**src/rtl/writeback_unit_pkg.sv**
```systemverilog
// Shared types and constants for the writeback unit.
// Optional forwarding outputs are enabled by defining WB_FORWARD_EN.
package wb_pkg;

  typedef enum logic [1:0] {
    IDLE      = 2'd0,
    LOAD_WAIT = 2'd1,
    WRITE     = 2'd2
  } wb_state_t;

  // Register 15 aliases the PC and never lands in the register file.
  localparam logic [3:0] PC_REG = 4'hF;

  localparam int MEM_TIMEOUT_DEFAULT = 255;

  // The wait counter only has to reach MEM_TIMEOUT-1.
  function automatic int timeout_cnt_w(input int timeout);
    return (timeout < 2) ? 1 : $clog2(timeout);
  endfunction

  localparam int TIMEOUT_CNT_W_DEFAULT = timeout_cnt_w(MEM_TIMEOUT_DEFAULT);

endpackage

```
**src/rtl/writeback_unit_if.sv**
```systemverilog
// Execute, data-memory, register-file and decode-query signals of the writeback unit.
// Defining WB_FORWARD_EN adds the fwd_valid/fwd_addr/fwd_data bypass signals.
interface writeback_unit_if #(
  parameter int DATA_W = 32,
  parameter int REG_AW = 4
);

  logic              in_valid;
  logic              in_ready;
  logic              in_is_load;
  logic              in_wb_en;
  logic [REG_AW-1:0] in_rd;
  logic [DATA_W-1:0] in_alu_result;

  logic              mem_req;
  logic [DATA_W-1:0] mem_addr;
  logic              mem_rvalid;
  logic [DATA_W-1:0] mem_rdata;

  logic              writeEnable;
  logic [REG_AW-1:0] writeAddr;
  logic [DATA_W-1:0] writeData;

  logic              pc_we;
  logic [DATA_W-1:0] pc_wdata;

  logic [REG_AW-1:0] query_addr1;
  logic [REG_AW-1:0] query_addr2;
  logic              hazard;
  logic              load_fault;

`ifdef WB_FORWARD_EN
  logic              fwd_valid;
  logic [REG_AW-1:0] fwd_addr;
  logic [DATA_W-1:0] fwd_data;
`endif

  // Unit side.
  modport slave (
`ifdef WB_FORWARD_EN
    output fwd_valid, fwd_addr, fwd_data,
`endif
    input  in_valid, in_is_load, in_wb_en, in_rd, in_alu_result,
    output in_ready,
    output mem_req, mem_addr,
    input  mem_rvalid, mem_rdata,
    output writeEnable, writeAddr, writeData,
    output pc_we, pc_wdata,
    input  query_addr1, query_addr2,
    output hazard, load_fault
  );

  // Pipeline/memory/register-file side.
  modport master (
`ifdef WB_FORWARD_EN
    input  fwd_valid, fwd_addr, fwd_data,
`endif
    output in_valid, in_is_load, in_wb_en, in_rd, in_alu_result,
    input  in_ready,
    input  mem_req, mem_addr,
    output mem_rvalid, mem_rdata,
    input  writeEnable, writeAddr, writeData,
    input  pc_we, pc_wdata,
    output query_addr1, query_addr2,
    input  hazard, load_fault
  );

endinterface

```
**src/rtl/writeback_unit_scoreboard.sv**
```systemverilog
// Pending-destination mask with two-port RAW hazard lookup.
// With WB_FORWARD_EN, a register being written this cycle does not raise hazard.
module wb_scoreboard
  import wb_pkg::*;
#(
  parameter int REG_AW = 4
) (
  input  logic              clk,
  input  logic              reset,
  input  logic              set_en,
  input  logic [REG_AW-1:0] set_addr,
  input  logic              clr_en,
  input  logic [REG_AW-1:0] clr_addr,
`ifdef WB_FORWARD_EN
  input  logic              fwd_en,
  input  logic [REG_AW-1:0] fwd_addr,
`endif
  input  logic [REG_AW-1:0] query_addr1,
  input  logic [REG_AW-1:0] query_addr2,
  output logic              hazard
);

  localparam int NREG   = 1 << REG_AW;
  localparam int PC_IDX = int'(PC_REG);

  logic [NREG-1:0] mask_reg;
  logic [NREG-1:0] mask_next;
  logic [NREG-1:0] set_vec;
  logic [NREG-1:0] clr_vec;
  logic [NREG-1:0] visible;

  genvar gi;
  generate
    for (gi = 0; gi < NREG; gi++) begin : g_bit
      if (gi == PC_IDX) begin : g_pc
        assign set_vec[gi] = 1'b0;
      end else begin : g_gpr
        assign set_vec[gi] = set_en && (set_addr == REG_AW'(gi));
      end
      assign clr_vec[gi] = clr_en && (clr_addr == REG_AW'(gi));
      // An instruction being accepted this cycle already counts as pending.
`ifdef WB_FORWARD_EN
      assign visible[gi] = (mask_reg[gi] | set_vec[gi]) &
                           ~(fwd_en && (fwd_addr == REG_AW'(gi)));
`else
      assign visible[gi] = mask_reg[gi] | set_vec[gi];
`endif
    end
  endgenerate

  assign mask_next = (mask_reg & ~clr_vec) | set_vec;

  always_ff @(posedge clk or posedge reset) begin
    if (reset) begin
      mask_reg <= '0;
    end else begin
      mask_reg <= mask_next;
    end
  end

  assign hazard = (visible[query_addr1] && (query_addr1 != REG_AW'(PC_REG))) ||
                  (visible[query_addr2] && (query_addr2 != REG_AW'(PC_REG)));

endmodule

```
**src/rtl/writeback_unit.sv**
```systemverilog
// Writeback stage: ALU results written one cycle after accept, loads after a memory handshake.
// Defining WB_FORWARD_EN exposes the WRITE-cycle value as a decode bypass.
module writeback_unit
  import wb_pkg::*;
#(
  parameter int DATA_W      = 32,
  parameter int REG_AW      = 4,
  parameter int MEM_TIMEOUT = MEM_TIMEOUT_DEFAULT
) (
  input  logic            clk,
  input  logic            reset,
  writeback_unit_if.slave bus
);

  localparam int               CNT_W      = timeout_cnt_w(MEM_TIMEOUT);
  localparam bit               TIMEOUT_EN = (MEM_TIMEOUT != 0);
  localparam logic [CNT_W-1:0] CNT_LAST   = CNT_W'(TIMEOUT_EN ? MEM_TIMEOUT - 1 : 0);

  wb_state_t         state_reg, state_next;
  logic [REG_AW-1:0] rd_reg, rd_next;
  logic              wb_en_reg, wb_en_next;
  logic [DATA_W-1:0] data_reg, data_next;
  logic [DATA_W-1:0] addr_reg, addr_next;
  logic [CNT_W-1:0]  cnt_reg, cnt_next;
  logic              fault_next;
  logic              accept;

  logic              mem_req_reg;
  logic              write_en_reg;
  logic [REG_AW-1:0] write_addr_reg;
  logic [DATA_W-1:0] write_data_reg;
  logic              pc_we_reg;
  logic [DATA_W-1:0] pc_wdata_reg;
  logic              fault_reg;

  logic              to_write;
  logic              is_pc_next;
  logic              sb_set_en;
  logic              sb_clr_en;

  always_comb begin
    state_next = state_reg;
    rd_next    = rd_reg;
    wb_en_next = wb_en_reg;
    data_next  = data_reg;
    addr_next  = addr_reg;
    cnt_next   = cnt_reg;
    fault_next = 1'b0;
    accept     = 1'b0;
    case (state_reg)
      IDLE: begin
        if (bus.in_valid) begin
          accept     = 1'b1;
          rd_next    = bus.in_rd;
          wb_en_next = bus.in_wb_en;
          data_next  = bus.in_alu_result;
          if (bus.in_is_load) begin
            state_next = LOAD_WAIT;
            addr_next  = bus.in_alu_result;
            cnt_next   = '0;
          end else if (bus.in_wb_en) begin
            state_next = WRITE;
          end
        end
      end
      LOAD_WAIT: begin
        // Data arriving on the final allowed cycle still wins over the abort.
        if (bus.mem_rvalid) begin
          data_next  = bus.mem_rdata;
          state_next = WRITE;
        end else if (TIMEOUT_EN && (cnt_reg == CNT_LAST)) begin
          fault_next = 1'b1;
          state_next = IDLE;
        end else if (TIMEOUT_EN) begin
          cnt_next = cnt_reg + 1'b1;
        end
      end
      WRITE:   state_next = IDLE;
      default: state_next = IDLE;
    endcase
  end

  assign to_write   = (state_next == WRITE);
  assign is_pc_next = (rd_next == REG_AW'(PC_REG));

  always_ff @(posedge clk or posedge reset) begin
    if (reset) begin
      state_reg      <= IDLE;
      rd_reg         <= '0;
      wb_en_reg      <= 1'b0;
      data_reg       <= '0;
      addr_reg       <= '0;
      cnt_reg        <= '0;
      mem_req_reg    <= 1'b0;
      write_en_reg   <= 1'b0;
      write_addr_reg <= '0;
      write_data_reg <= '0;
      pc_we_reg      <= 1'b0;
      pc_wdata_reg   <= '0;
      fault_reg      <= 1'b0;
    end else begin
      state_reg    <= state_next;
      rd_reg       <= rd_next;
      wb_en_reg    <= wb_en_next;
      data_reg     <= data_next;
      addr_reg     <= addr_next;
      cnt_reg      <= cnt_next;
      mem_req_reg  <= (state_next == LOAD_WAIT);
      write_en_reg <= to_write && wb_en_next && !is_pc_next;
      pc_we_reg    <= to_write && wb_en_next && is_pc_next;
      fault_reg    <= fault_next;
      if (to_write) begin
        write_addr_reg <= rd_next;
        write_data_reg <= data_next;
      end
      if (to_write && wb_en_next && is_pc_next) begin
        pc_wdata_reg <= data_next;
      end
    end
  end

  // A pending bit retires either on its write or on a load abort.
  assign sb_set_en = accept && bus.in_wb_en;
  assign sb_clr_en = wb_en_reg && ((state_reg == WRITE) || fault_next);

  wb_scoreboard #(
    .REG_AW(REG_AW)
  ) u_scoreboard (
    .clk        (clk),
    .reset      (reset),
    .set_en     (sb_set_en),
    .set_addr   (bus.in_rd),
    .clr_en     (sb_clr_en),
    .clr_addr   (rd_reg),
`ifdef WB_FORWARD_EN
    .fwd_en     (write_en_reg),
    .fwd_addr   (write_addr_reg),
`endif
    .query_addr1(bus.query_addr1),
    .query_addr2(bus.query_addr2),
    .hazard     (bus.hazard)
  );

  assign bus.in_ready    = (state_reg == IDLE);
  assign bus.mem_req     = mem_req_reg;
  assign bus.mem_addr    = addr_reg;
  assign bus.writeEnable = write_en_reg;
  assign bus.writeAddr   = write_addr_reg;
  assign bus.writeData   = write_data_reg;
  assign bus.pc_we       = pc_we_reg;
  assign bus.pc_wdata    = pc_wdata_reg;
  assign bus.load_fault  = fault_reg;

`ifdef WB_FORWARD_EN
  assign bus.fwd_valid = write_en_reg;
  assign bus.fwd_addr  = write_addr_reg;
  assign bus.fwd_data  = write_data_reg;
`endif

endmodule

```
**src/flat_wrapper.sv**
```systemverilog
// flat-port wrapper written by rule: the top's interface ports become plain ports
module writeback_unit_flat import wb_pkg::*;
#(
  parameter int DATA_W      = 32,
  parameter int REG_AW      = 4,
  parameter int MEM_TIMEOUT = MEM_TIMEOUT_DEFAULT
)
  (clk, reset, bus_in_valid, bus_in_is_load, bus_in_wb_en, bus_in_rd, bus_in_alu_result, bus_in_ready, bus_mem_req, bus_mem_addr, bus_mem_rvalid, bus_mem_rdata, bus_writeEnable, bus_writeAddr, bus_writeData, bus_pc_we, bus_pc_wdata, bus_query_addr1, bus_query_addr2, bus_hazard, bus_load_fault);
  writeback_unit_if #(.DATA_W(DATA_W), .REG_AW(REG_AW)) bus_i ();
  input  logic clk;
  input  logic reset;
  input wire logic [$bits(bus_i.in_valid)-1:0] bus_in_valid;
  input wire logic [$bits(bus_i.in_is_load)-1:0] bus_in_is_load;
  input wire logic [$bits(bus_i.in_wb_en)-1:0] bus_in_wb_en;
  input wire logic [$bits(bus_i.in_rd)-1:0] bus_in_rd;
  input wire logic [$bits(bus_i.in_alu_result)-1:0] bus_in_alu_result;
  output wire logic [$bits(bus_i.in_ready)-1:0] bus_in_ready;
  output wire logic [$bits(bus_i.mem_req)-1:0] bus_mem_req;
  output wire logic [$bits(bus_i.mem_addr)-1:0] bus_mem_addr;
  input wire logic [$bits(bus_i.mem_rvalid)-1:0] bus_mem_rvalid;
  input wire logic [$bits(bus_i.mem_rdata)-1:0] bus_mem_rdata;
  output wire logic [$bits(bus_i.writeEnable)-1:0] bus_writeEnable;
  output wire logic [$bits(bus_i.writeAddr)-1:0] bus_writeAddr;
  output wire logic [$bits(bus_i.writeData)-1:0] bus_writeData;
  output wire logic [$bits(bus_i.pc_we)-1:0] bus_pc_we;
  output wire logic [$bits(bus_i.pc_wdata)-1:0] bus_pc_wdata;
  input wire logic [$bits(bus_i.query_addr1)-1:0] bus_query_addr1;
  input wire logic [$bits(bus_i.query_addr2)-1:0] bus_query_addr2;
  output wire logic [$bits(bus_i.hazard)-1:0] bus_hazard;
  output wire logic [$bits(bus_i.load_fault)-1:0] bus_load_fault;
  assign bus_i.in_valid = bus_in_valid;
  assign bus_i.in_is_load = bus_in_is_load;
  assign bus_i.in_wb_en = bus_in_wb_en;
  assign bus_i.in_rd = bus_in_rd;
  assign bus_i.in_alu_result = bus_in_alu_result;
  assign bus_in_ready = bus_i.in_ready;
  assign bus_mem_req = bus_i.mem_req;
  assign bus_mem_addr = bus_i.mem_addr;
  assign bus_i.mem_rvalid = bus_mem_rvalid;
  assign bus_i.mem_rdata = bus_mem_rdata;
  assign bus_writeEnable = bus_i.writeEnable;
  assign bus_writeAddr = bus_i.writeAddr;
  assign bus_writeData = bus_i.writeData;
  assign bus_pc_we = bus_i.pc_we;
  assign bus_pc_wdata = bus_i.pc_wdata;
  assign bus_i.query_addr1 = bus_query_addr1;
  assign bus_i.query_addr2 = bus_query_addr2;
  assign bus_hazard = bus_i.hazard;
  assign bus_load_fault = bus_i.load_fault;
  writeback_unit #(.DATA_W(DATA_W), .REG_AW(REG_AW), .MEM_TIMEOUT(MEM_TIMEOUT)) u_core (.clk(clk), .reset(reset), .bus(bus_i));
endmodule
```
**config.mk**
```make
export PLATFORM = sky130hd
export DESIGN_NAME = writeback_unit_flat
export DESIGN_NICKNAME = d
export VERILOG_FILES = /design/src/rtl/writeback_unit_pkg.sv /design/src/rtl/writeback_unit_if.sv /design/src/rtl/writeback_unit_scoreboard.sv /design/src/rtl/writeback_unit.sv /design/src/flat_wrapper.sv
export SDC_FILE = /design/constraint.sdc
export NUM_CORES = 1
export LEC_CHECK = 0
export ABC_CLOCK_PERIOD_IN_PS = 10450
export CORE_MARGIN = 2
export CORE_UTILIZATION = 53
export DETAILED_ROUTE_END_ITERATION = 10
export PLACE_DENSITY_LB_ADDON = 0.12
export SLEW_MARGIN = 20
export SYNTH_ARGS = -nofsm -noshare
export SYNTH_HDL_FRONTEND = slang
export SYNTH_SLANG_ARGS = --single-unit
```
**constraint.sdc**
```tcl
create_clock -name clk -period 10.45 [get_ports clk]
set_input_delay 2.09 -clock clk [delete_from_list [all_inputs] [get_ports clk]]
set_output_delay 2.09 -clock clk [all_outputs]
set_load 0.01 [all_outputs]
```
After elaboration in Yosys (flattened, before gate mapping)
Index checks and enable logic that the tools add are counted.
{"block": "word_totals", "regBits": 167, "in_bits": 82, "output_inout_bits": 106}
{"block": "classes", "add_sub_neg": 1, "order_cmp": 2, "n_eq_ne": 41, "muxes": 27, "n_bitwise": 18, "n_reduce_logical": 47}
{"operator": "$eq A4 B4 Y1 const B", "count": 16}
{"operator": "$mux W32", "count": 2}
{"operator": "$pmux W32 S2", "count": 1}
{"operator": "$logic_and A1 B1 Y1", "count": 38}
{"operator": "$eq A4 B3 Y1 const B", "count": 8}
{"operator": "$mux W8", "count": 4}
{"operator": "$and A16 B16 Y16", "count": 1}
{"operator": "$eq A4 B2 Y1 const B", "count": 4}
{"operator": "$not A16 Y16", "count": 1}
{"operator": "$or A16 B15 Y16", "count": 1}
{"operator": "$pmux W8 S2", "count": 1}
{"operator": "$or A1 B1 Y1", "count": 15}
{"operator": "$lt A4 B5 Y1 const B", "count": 2}
{"operator": "$mux W2", "count": 5}
{"operator": "$mux W1", "count": 9}
{"operator": "$add A8 B1 Y8 const B", "count": 1}
{"operator": "$bmux W1 S4", "count": 2}
{"operator": "$eq A4 B1 Y1 const B", "count": 2}
{"operator": "$eq A8 B8 Y1 const B", "count": 1}
{"operator": "$logic_not A4 Y1", "count": 2}
{"operator": "$mux W4", "count": 2}
{"operator": "$ne A2 B2 Y1 const B", "count": 4}
{"operator": "$ne A4 B4 Y1 const B", "count": 2}
{"operator": "$reduce_and A5 Y1", "count": 1}
{"operator": "other kinds (8)", "count": 11}

Longest topological paths before layout
{"block": "depth", "word_depth": 10, "depth_mapped": 8}

By module
A second synthesis with hierarchy kept.
{"block": "hier_totals", "hier_cells": 560, "hier_area_um2": 7184.4}
{"mod": "writeback_unit", "instances": 1, "cells_each": 421, "area_each_um2": 6030.8, "seq_area_each_um2": 3778.6}
{"mod": "wb_scoreboard", "instances": 1, "cells_each": 139, "area_each_um2": 1153.6, "seq_area_each_um2": 375.4}

Worst setup path after synthesis
No wires, ideal clock.
{"block": "synth_timing", "kind": "input-to-output", "from": "input bus_in_valid", "to": "output bus_hazard", "t_arrival_ns": 3.315, "required_ns": 8.360, "slack_ns": 5.045, "cell_stages": 6, "path_cell_list": "nor4bb_1 > clkbuf_1 > nand2_1 > o2111ai_1 > nand3b_1 > o2111ai_1"}
{"block": "synth_between", "elab_chain_len": 9}
{"item": "start, declared", "line": "flat_wrapper.sv:12", "source": "input wire logic [$bits(bus_i.in_valid)-1:0] bus_in_valid;"}
{"item": "$mux W1 (*)", "line": "writeback_unit.sv:52", "source": "if (bus.in_valid) begin"}
{"item": "$mux W1 (*)", "line": "writeback_unit.sv:50", "source": "case (state_reg)"}
{"item": "$logic_and A1 B1 Y1 (*)", "line": "writeback_unit.sv:123", "source": "assign sb_set_en = accept && bus.in_wb_en;"}
{"item": "$logic_and A1 B1 Y1", "line": "writeback_unit_scoreboard.sv:38", "source": "assign set_vec[gi] = set_en && (set_addr == REG_AW'(gi));"}
{"item": "$or A1 B1 Y1", "line": "writeback_unit_scoreboard.sv:46", "source": "assign visible[gi] = mask_reg[gi] | set_vec[gi];"}
{"item": "$bmux W1 S4 (on tied branches)", "line": "writeback_unit_scoreboard.sv:61, writeback_unit_scoreboard.sv:62"}
{"item": "$mux W1 (on tied branches)", "line": "writeback_unit_scoreboard.sv:61, writeback_unit_scoreboard.sv:62"}
{"item": "$logic_and A1 B1 Y1 (on tied branches)", "line": "writeback_unit_scoreboard.sv:61, writeback_unit_scoreboard.sv:62"}
{"item": "$logic_or A1 B1 Y1 (*)", "line": "writeback_unit_scoreboard.sv:61", "source": "assign hazard = (visible[query_addr1] && (query_addr1 != REG_AW'(PC_REG))) ||"}
{"item": "end, declared", "line": "flat_wrapper.sv:29", "source": "output wire logic [$bits(bus_i.hazard)-1:0] bus_hazard;"}
Every way passes the cells marked *; elsewhere a longest branch is shown, timed or not. The select of a mux whose other input is x is not followed.

Worst setup path after layout
{"block": "layout_timing", "from": "input bus_in_rd[0]", "to": "output bus_hazard"}
{"block": "layout_between", "elab_chain_len": 7}
{"item": "start, declared", "line": "flat_wrapper.sv:15", "source": "input wire logic [$bits(bus_i.in_rd)-1:0] bus_in_rd;"}
{"item": "$eq A4 B1 Y1 (tied with other cells)", "line": "writeback_unit_scoreboard.sv:38"}
{"item": "$logic_and A1 B1 Y1", "line": "writeback_unit_scoreboard.sv:38"}
{"item": "$or A1 B1 Y1", "line": "writeback_unit_scoreboard.sv:46"}
{"item": "$bmux W1 S4 (on tied branches)", "line": "writeback_unit_scoreboard.sv:61, writeback_unit_scoreboard.sv:62"}
{"item": "$mux W1 (on tied branches)", "line": "writeback_unit_scoreboard.sv:61, writeback_unit_scoreboard.sv:62"}
{"item": "$logic_and A1 B1 Y1 (on tied branches)", "line": "writeback_unit_scoreboard.sv:61, writeback_unit_scoreboard.sv:62"}
{"item": "$logic_or A1 B1 Y1 (*)", "line": "writeback_unit_scoreboard.sv:61"}
Marks and branches as above.

==> impl_metrics.tcl <==
set metrics [dict create \
    htreeDepth 4 \
    skew_ns 0.00956 \
    path_class "in2out" \
    die_y_um 121 \
    place_ws_ns 3.79 \
    insertion_delay_ns 0.42 \
    syn_to_final_growth_pct 36.0 \
    startpoint_type "input pin" \
    first_iter_violations 424 \
    cts_setup_buffers 0 \
    worst_slack_ns 3.78 \
    status "completed" \
    postSynthAreaPerCell_um2 10.5 \
    drt-wirelength-per-cell_um 19.1 \
    p_leak_nw 4.47 \
    cts_sinks 166 \
    vias_per_cell 5.64 \
    first_pass_iters 5 \
    diodes 0 \
    cap_violations 0 \
    worstHoldEndpoint "u_core.bus.mem_addr[27]$_DFFE_PP0P_" \
    finalHoldViolCount 0 \
    fmax_mhz 150 \
    post-route-period-util_pct 63.9 \
    r2r_cells 6 \
    layout.nets 946 \
    finalWeightedCongestion 0.870 \
    grt.total_usage_pct 28.5 \
    critPathTopFamily "buffers and inverters" \
    final_common_cell "clkdlybuf4s50_1" \
    totalPowerFinal_mw 2.46 \
    cellPowerDensity_nw_per_um2 251 \
    synth_seq_cells 166 \
    min_period_ns 6.67 \
    crit_required_ns 8.36 \
    grt_max_degree 92 \
    slew_violations 0 \
    cts.path.max_buffers 2 \
    synth.distinct_cells 51 \
    path_max_fanout 14 \
    synthFlopType "dfrtp_1" \
    worst_r2r_endpoint "u_core.bus.pc_wdata[28]$_DFFE_PP0P_" \
    port_buffers 187 \
    worstReg2RegStart "u_core.state_reg[1]$_DFF_PP0_" \
    synth_edf_count 0 \
    netlist_area_um2 7220 \
    reg2reg_slack_ns 7.06 \
    vias 5931 \
    slew-limit-headroom_pct 35.1 \
    path_buf_inv 2 \
    postCtsHoldBufs 0 \
    ant_nets 0 \
    dp_hpwl_um 13500 \
    yosysSeqAreaShare_pct 57.5 \
    async_flop_share_pct 100 \
    layout_common_cells "clkdlybuf4s50_1, nand2_1, dfrtp_1, nor2_1" \
    layout-drive-gt1-share_pct 9.83 \
    fill_cells 874 \
    crit_arrival_ns 4.58 \
    endpoint_kind "primary output" \
    cts_buffers 17 \
    worstHoldStart "u_core.bus.mem_addr[27]$_DFFE_PP0P_" \
    rows 42 \
    final.setup.tns_ns 0 \
    cts_resized 0 \
    antenna_found_initial 0 \
    grt_pass1_wl_um 32100 \
    cts-root-buf "clkbuf_16" \
    crit_slowest_cell "clkdlybuf4s50_1" \
    clk_pin_slew_worst_paths_ns 0.07 \
    yosysWarnings 0 \
    die_w_um 121 \
    initial_core_util_pct 54.3 \
    tightest_slew_ns 0.973 \
    ios 188 \
    syn_inst 688 \
    utilization_pct 73.8 \
    grt_pass1_vias 6262 \
    path_cells "clkdlybuf4s50_1 -> nor2b_1 -> a41oi_1 -> o22ai_1 -> o2111ai_1 -> o2111ai_1 -> clkdlybuf4s50_1" \
    ir_drop_mv 0.172 \
    cts_tree "yes" \
    holdPathStages 2 \
    syn_nets 772 \
    finalWirelength_um 20100 \
    hold_ws_ns 0.475 \
    slowest_delay_ns 0.85 \
    core_area_um2 13300 \
    min_path_type "reg2reg" \
    dieArea_um2 14600 \
    drc 0 \
    setup_violations 0 \
    overflow 0 \
    rsz0062_at_grt "no" \
]
## worst reg2reg max path: cells and delay by family, from the launching register on
kind | cells | cell delay, ns
buffers and inverters | 1 | 0.46
multiplexers | 2 | 0.74
flip-flops | 1 | 0.51
AND/OR/NAND/NOR | 3 | 1.56
## routing by layer
metal  vias up  GRT usage, %  wire [um]
li1       2719             -          -
met1      2949          35.8       8210
met2       237          47.6      10100
met3        26          8.02       1480
met4         0          9.67        298
met5         -             0          0
## through the flow
step | std cells | area, um2
final | 1051 | 9820
after global routing | 1051 | 9820
after CTS | 1051 | 9820
after detailed placement | 1019 | 9210
after global placement | 1019 | 9210
after floorplan | 688 | 7220
## worst max-delay path by stage
stage	startpoint	end	cells past startpoint
after floorplan	reset	u_core.bus.load_fault$_DFF_PP0_	1
after global placement	bus_query_addr1[0]	bus_hazard	6
after detailed placement	bus_in_rd[0]	bus_hazard	7
after CTS	bus_in_rd[0]	bus_hazard	7
after global routing	bus_query_addr1[1]	bus_hazard	7
final	bus_in_rd[0]	bus_hazard	7
## power by group
part,switching [mW],leakage (nW),internal [mW]
registers,0.134,2.06,0.855
clock network,0.263,0.295,0.375
logic,0.389,2.11,0.445
total,0.786,4.47,1.67
## layout make-up
class / count / area, um2 / share of cell area, %
Sequential cell: 166 / 4150 / 42.3
Inverter: 15 / 61.3 / 0.625
Multi-Input combinational cell: 468 / 2850 / 29.0
Tap cell: 176 / 220 / 2.24
Timing Repair Buffer: 194 / 1920 / 19.6
Clock inverter: 12 / 140 / 1.43
Clock buffer: 20 / 467 / 4.75
## cell usage after synthesis, types with 2 or more instances
master | instances | area (um2)
a2111oi_0 | 2 | 17.5
a211oi_1 | 5 | 37.5
a21oi_1 | 9 | 45.0
a22oi_1 | 32 | 240
a31oi_1 | 32 | 200
a41oi_1 | 2 | 17.5
buf_1 | 6 | 22.5
buf_6 | 5 | 56.3
clkbuf_1 | 28 | 105
dfrtp_1 | 166 | 4150
ha_1 | 2 | 25.0
inv_1 | 15 | 56.3
mux2_2 | 6 | 67.6
mux2_4 | 29 | 435
mux2i_1 | 9 | 90.1
nand2_1 | 174 | 653
nand2b_1 | 9 | 56.3
nand3_1 | 10 | 50.1
nand3b_1 | 3 | 22.5
nand4_1 | 2 | 12.5
nand4b_1 | 3 | 26.3
nand4bb_1 | 2 | 22.5
nor2_1 | 52 | 195
nor2b_1 | 8 | 50.1
nor3_1 | 4 | 20.0
nor4_1 | 3 | 18.8
o2111ai_1 | 4 | 35.0
o211ai_1 | 3 | 22.5
o21ai_0 | 25 | 125
o22ai_1 | 4 | 25.0
o31ai_1 | 4 | 30.0
o32ai_1 | 2 | 17.5
or2_2 | 2 | 12.5
or3_1 | 2 | 12.5
xnor2_1 | 8 | 70.1
## kinds of logic (layout without fill, tap and decap cells)
| group | Yosys count | count (layout) | synth area share (%) |
|---|---|---|---|
| AND/OR/NAND/NOR | 285 | 285 | 17.5 |
| flip-flops | 166 | 166 | 57.5 |
| AO/OA/AOI/OAI | 128 | 128 | 11.8 |
| buffers and inverters | 54 | 241 | 3.33 |
| multiplexers | 45 | 45 | 8.53 |
| XOR/XNOR | 8 | 8 | 0.971 |
| adder cells (fa/ha/maj) | 2 | 2 | 0.347 |
Note: power is estimated with default switching activity, not from simulation.
